**config.mk**
```make
export PLATFORM = sky130hd
export DESIGN_NAME = fir_serial_mac
export DESIGN_NICKNAME = d
export VERILOG_FILES = /design/src/rtl/fir_pkg.sv /design/src/rtl/fir_mac_unit.sv /design/src/rtl/fir_serial_mac.sv
export SDC_FILE = /design/constraint.sdc
export NUM_CORES = 2
export LEC_CHECK = 0
export BUFFER_PORTS_ARGS = -buffer_cell sky130_fd_sc_hd__buf_2
export CAP_MARGIN = 20
export CORE_ASPECT_RATIO = 0.8
export CORE_MARGIN = 5
export CORE_UTILIZATION = 64
export DETAILED_ROUTE_END_ITERATION = 16
export PLACE_DENSITY = 0.87
export SLEW_MARGIN = 20
export SYNTH_ARGS = -nofsm -noshare
export SYNTH_HDL_FRONTEND = slang
export SYNTH_SLANG_ARGS = --single-unit
export TNS_END_PERCENT = 50
```
**constraint.sdc**
```tcl
create_clock -name clk -period 13.4 [get_ports clk]
set_clock_uncertainty 0.15 [all_clocks]
set_input_delay 2.68 -clock clk [delete_from_list [all_inputs] [get_ports clk]]
set_output_delay 2.68 -clock clk [all_outputs]
set_load 0.05 [all_outputs]
```
**src/rtl/fir_pkg.sv**
```systemverilog
// fir_pkg: shared FSM encoding and arithmetic helpers for the serial FIR
package fir_pkg;
  typedef enum logic [1:0] {IDLE = 2'd0, MAC = 2'd1, OUT = 2'd2} state_t;
  function automatic int clog2(input int n);
    int r;
    r = 0;
    while ((1 << r) < n) r++;
    return r;
  endfunction
  function automatic logic signed [63:0] sat_round(input logic signed [127:0] acc, input int shift, input int dw, output logic sat);
    logic signed [127:0] r, mx, mn;
    r = (acc + (128'sd1 <<< (shift - 1))) >>> shift;
    mx = (128'sd1 <<< (dw - 1)) - 128'sd1;
    mn = -(128'sd1 <<< (dw - 1));
    sat = r > mx || r < mn;
    return r > mx ? mx[63:0] : r < mn ? mn[63:0] : r[63:0];
  endfunction
endpackage

```
**src/rtl/fir_mac_unit.sv**
```systemverilog
// fir_mac_unit: registered signed multiply-accumulate with clear and enable
module fir_mac_unit #(
  parameter int DATA_W = 16,
  parameter int COEF_W = 16,
  parameter int ACC_W = 37
) (
  input  logic                     clk,
  input  logic                     rst,
  input  logic                     clr,
  input  logic                     en,
  input  logic signed [DATA_W-1:0] a,
  input  logic signed [COEF_W-1:0] b,
  output logic signed [ACC_W-1:0]  acc
);
  logic signed [DATA_W+COEF_W-1:0] p;
  assign p = a * b;
  always_ff @(posedge clk) begin
    acc <= rst || clr ? '0 : en ? acc + {{(ACC_W-DATA_W-COEF_W){p[DATA_W+COEF_W-1]}}, p} : acc;
  end
endmodule

```
**src/rtl/fir_serial_mac.sv**
```systemverilog
// fir_serial_mac: time-multiplexed FIR filter sharing one multiplier across all taps
module fir_serial_mac
  import fir_pkg::*;
#(
  parameter int DATA_W = 16,
  parameter int COEF_W = 16,
  parameter int NTAPS = 32,
  parameter int OUT_SHIFT = 15
) (
  input  logic                            clk,
  input  logic                            rst,
  input  logic                            in_valid,
  input  logic signed [DATA_W-1:0]        in_data,
  output logic                            in_ready,
  input  logic                            coef_we,
  input  logic [fir_pkg::clog2(NTAPS)-1:0] coef_addr,
  input  logic signed [COEF_W-1:0]        coef_data,
  output logic                            out_valid,
  output logic signed [DATA_W-1:0]        out_data,
  output logic                            out_sat
);
  localparam int ACC_W = DATA_W + COEF_W + clog2(NTAPS);
  localparam int AW = clog2(NTAPS);
  state_t state, state_d;
  logic signed [DATA_W-1:0] hist [NTAPS];
  logic signed [COEF_W-1:0] coef [NTAPS];
  logic [AW-1:0] wr_ptr, rd_ptr, tap;
  logic signed [ACC_W-1:0] acc;
  logic signed [DATA_W-1:0] out_d;
  logic accept, sat_d;
  assign in_ready = state == IDLE;
  assign accept = in_valid && in_ready;
  fir_mac_unit #(
    .DATA_W(DATA_W),
    .COEF_W(COEF_W),
    .ACC_W(ACC_W)
  ) u_mac (
    .clk(clk),
    .rst(rst),
    .clr(accept),
    .en(state == MAC),
    .a(hist[rd_ptr]),
    .b(coef[tap]),
    .acc(acc)
  );
  always_comb begin
    sat_d = 1'b0;
    state_d = state == IDLE ? (in_valid ? MAC : IDLE) : state == MAC ? (int'(tap) == NTAPS - 1 ? OUT : MAC) : IDLE;
    out_d = DATA_W'(sat_round({{(128-ACC_W){acc[ACC_W-1]}}, acc}, OUT_SHIFT, DATA_W, sat_d));
  end
  always_ff @(posedge clk) begin
    if (rst) begin
      state <= IDLE;
      wr_ptr <= '0;
      rd_ptr <= '0;
      tap <= '0;
      out_valid <= 1'b0;
      out_data <= '0;
      out_sat <= 1'b0;
      for (int i = 0; i < NTAPS; i++) begin
        hist[i] <= '0;
        coef[i] <= '0;
      end
    end else begin
      state <= state_d;
      out_valid <= state == OUT;
      if (state == IDLE && coef_we && {1'b0, coef_addr} < (AW+1)'(NTAPS)) coef[coef_addr] <= coef_data;
      if (accept) begin
        hist[wr_ptr] <= in_data;
        rd_ptr <= wr_ptr;
        tap <= '0;
      end
      if (state == MAC) begin
        rd_ptr <= rd_ptr == '0 ? AW'(NTAPS - 1) : rd_ptr - 1'b1;
        tap <= tap + 1'b1;
      end
      if (state == OUT) begin
        out_data <= out_d;
        out_sat <= sat_d;
        wr_ptr <= int'(wr_ptr) == NTAPS - 1 ? '0 : wr_ptr + 1'b1;
      end
    end
  end
endmodule
```
==> impl_metrics.csv <==
group,metric,value,unit
route,top_layer_used,"met5",
yosys,yosysTopAreaCell,"edfxtp_1",
global_routing,grt_max_degree,79,
floorplanning,die_w,356,um
critical_path,critPathMaxFanout,46,
route,vias,37900,
route,met3WireLength,22.1,mm
yosys,syn_area,61500,sq um
route,wl_met1,56.1,mm
yosys,netlist.area_leader.share,0.500,
route,vias_per_cell,6.43,
critical_path,cp.required,13870,ps
timing,rsz0062_at_grt,"false",
yosys,avgSynthCellArea,13.5,sq um
placed_design,portBuffers,59,
global_routing,grt_pass1_vias,38400,
yosys,synthSimpleGateAreaFrac,0.156,
yosys,synth_compound_area_frac,0.0276,
clock_network,cts.clk_slew.worst_paths,60,ps
yosys,synth_top_family_by_area,"simple AND/OR/NAND/NOR gates",
status,status,"completed",
critical_path,cpPeakStageDelay,1000,ps
yosys,ys_ff_latch,1106,
final_layout,drive_gt1_frac,0.162,
global_routing,grt_usage,0.310,
yosys,synth.net_count,4981,
global_routing,antenna_found_initial,19,
clock_network,numCtsBuffers,104,
yosys,synth.area.top_cells,"edfxtp_1, mux4_2, and2_1, fa_1, dfxtp_1",
timing,final_hold_viol_count,0,
floorplanning,dieArea,102000,sq um
yosys,muxShareOfSynthArea,0.125,
final_layout,design_area,66200,sq um
yosys,synth_cells,4549,
placed_design,hpwlAfterDp,101,mm
placed_design,gp_congestion,0.934,
route,wirelength,156,mm
final_layout,area_growth_syn_to_layout,7.74,%
timing,worst_pin_slew,1130,ps
route,drt-initial-drc-count,5409,
yosys,synth_cell_types,76,
timing,hold_ws,303,ps
route,routed-wl-met2,71.3,mm
clock_network,cts-resized-gates,0,
yosys,synth_ff_type,"edfxtp_1",
yosys,synthArstFlopShare,0,
flow_run,max_cap_viol_count,0,
timing,fin_crit,11240,ps
timing,max_freq,0.0890,GHz
floorplanning,rows,101,
yosys,synth_edf_count,1024,
timing,setup-violations-final,0,
clock_network,clockRootBuffer,"clkbuf_16",
route,drt_pass1_iterations,8,
clock_network,postCtsSetupBuffers,0,
critical_path,cp.arrival,11710,ps
floorplanning,core_area,95200,sq um
clock_network,cts.htree.levels,3,
clock_network,cts_tree,"done",
route,antenna_left,0,
global_routing,grt-ovfl-total,0,
floorplanning,start_util,0.646,
timing,slew_violations,0,
yosys,yosys_warnings,0,
route,drc_errors,0,
worst_hold_path,whs_path_depth,2,
floorplanning,die_h,287,um
timing,relSlewSlack,0.230,
final_layout,final_nets,4943,
clock_network,cts_sinks,1106,
critical_path,reg2reg_depth,36,
critical_path,critPathCaptureType,"flip-flop",
placed_design,dpl_cell_area,62900,sq um
critical_path,crit_type,"reg2reg",
yosys,ys_seq_area_frac,0.527,
clock_network,clk_latency,690,ps
timing,fin_setup_tns,0,ps
global_routing,grt_pass1_wl,238,mm
critical_path,cp_common_cell,"fa_1",
worst_hold_path,holdCritPathClass,"reg2reg",
timing,finalCritPeriodShare,0.838,
yosys,synth_fa_ha_area_frac,0.112,
critical_path,critPathSlowestCell,"dfxtp_4",
clock_network,cts_hold_buf,0,
route,wl_per_cell,26.5,um
yosys,yosysMostFrequentCell,"and2_1",
yosys,synth_common_cells,"and2_1, edfxtp_1, inv_1",
yosys,synthXorXnorAreaFrac,0.0113,
floorplanning,num_io_pins,60,
critical_path,crit_path_start_kind,"flip-flop",
clock_network,cts_buffer_depth,3,
-- final timing paths --
check         startpoint       endpoint  slack (ps)
min reg2reg  out_data[0]    out_data[0]         300
max reg2reg    flip-flop  u_mac.acc[36]        2160
min          out_data[0]    out_data[0]         300
max            flip-flop  u_mac.acc[36]        2160
-- layout make-up --
type	count	area, sq um
antenna	2	5.00
clock buffer	135	2720
clock inverter	58	599
fill	5835	28900
inverter	335	1260
multi-input combinational	2811	26600
sequential	1106	32400
tap	1287	1610
timing repair buffer	153	1030
-- cell usage in the layout, fill, tap and decap left out, drive strengths merged, types with 10 or more instances in the layout --
cell    count
o21bai     10
o21ai      54
dfxtp      82
nand3      19
nand2b     34
xor2       24
nand2     186
o211ai     19
and3       13
and2     1028
mux4      320
a21oi      97
a21o       31
o21a       10
nor3       14
clkinv     39
nor2b      16
buf       153
clkbuf    135
inv       341
or2        78
fa        263
a211oi     13
ha        128
mux2i      27
xnor2      55
nor2      278
nand4      11
a31oi      11
edfxtp   1024
-- cell families (layout without fill, tap and decap cells) --
logic type	Yosys count	count (layout)
other	0	2
adders and majority gates	391	391
and+or+nand+nor	1716	1716
buffers and inverters	632	681
DFF	1106	1106
xor gates and xnor gates	79	79
muxes	356	356
AOI/OAI and AO/OA	269	269
-- routing by layer --
| metal | vias up | global-route usage |
|---|---|---|
| li1 | 15700 | - |
| met1 | 18800 | 0.434 |
| met2 | 2749 | 0.470 |
| met5 | - | 0 |
| met4 | 22 | 0.110 |
| met3 | 503 | 0.0923 |
-- per-stage QoR --
step	cells	utilization	setup slack, ps
after floorplan	4549	-	3880
after global placement	5690	0.661	2550
after detailed placement	5690	0.661	2290
after CTS	5883	0.696	2220
after global routing	5885	0.696	1530
final	5887	0.696	2160
-- sequential cells by signal, summed over array words and instances, names as in the netlist, named ones only --
signal,flops
coef,512
hist,512
u_mac.acc,37
out_data,16
rd_ptr,5
tap,5
wr_ptr,5
state,2
out_sat,1
out_valid,1
-- worst max-delay path, delay by kind of cell, from the launching register on --
kind,cells,cell delay (ps)
adders and majority gates,8,3690
muxes,5,2350
buffers and inverters,5,640
AOI/OAI and AO/OA,15,2820
DFF,1,1000
and+or+nand+nor,3,450
Power is not shown: default switching activity piles up to over one toggle a cycle in this logic, so the estimate is an artifact.
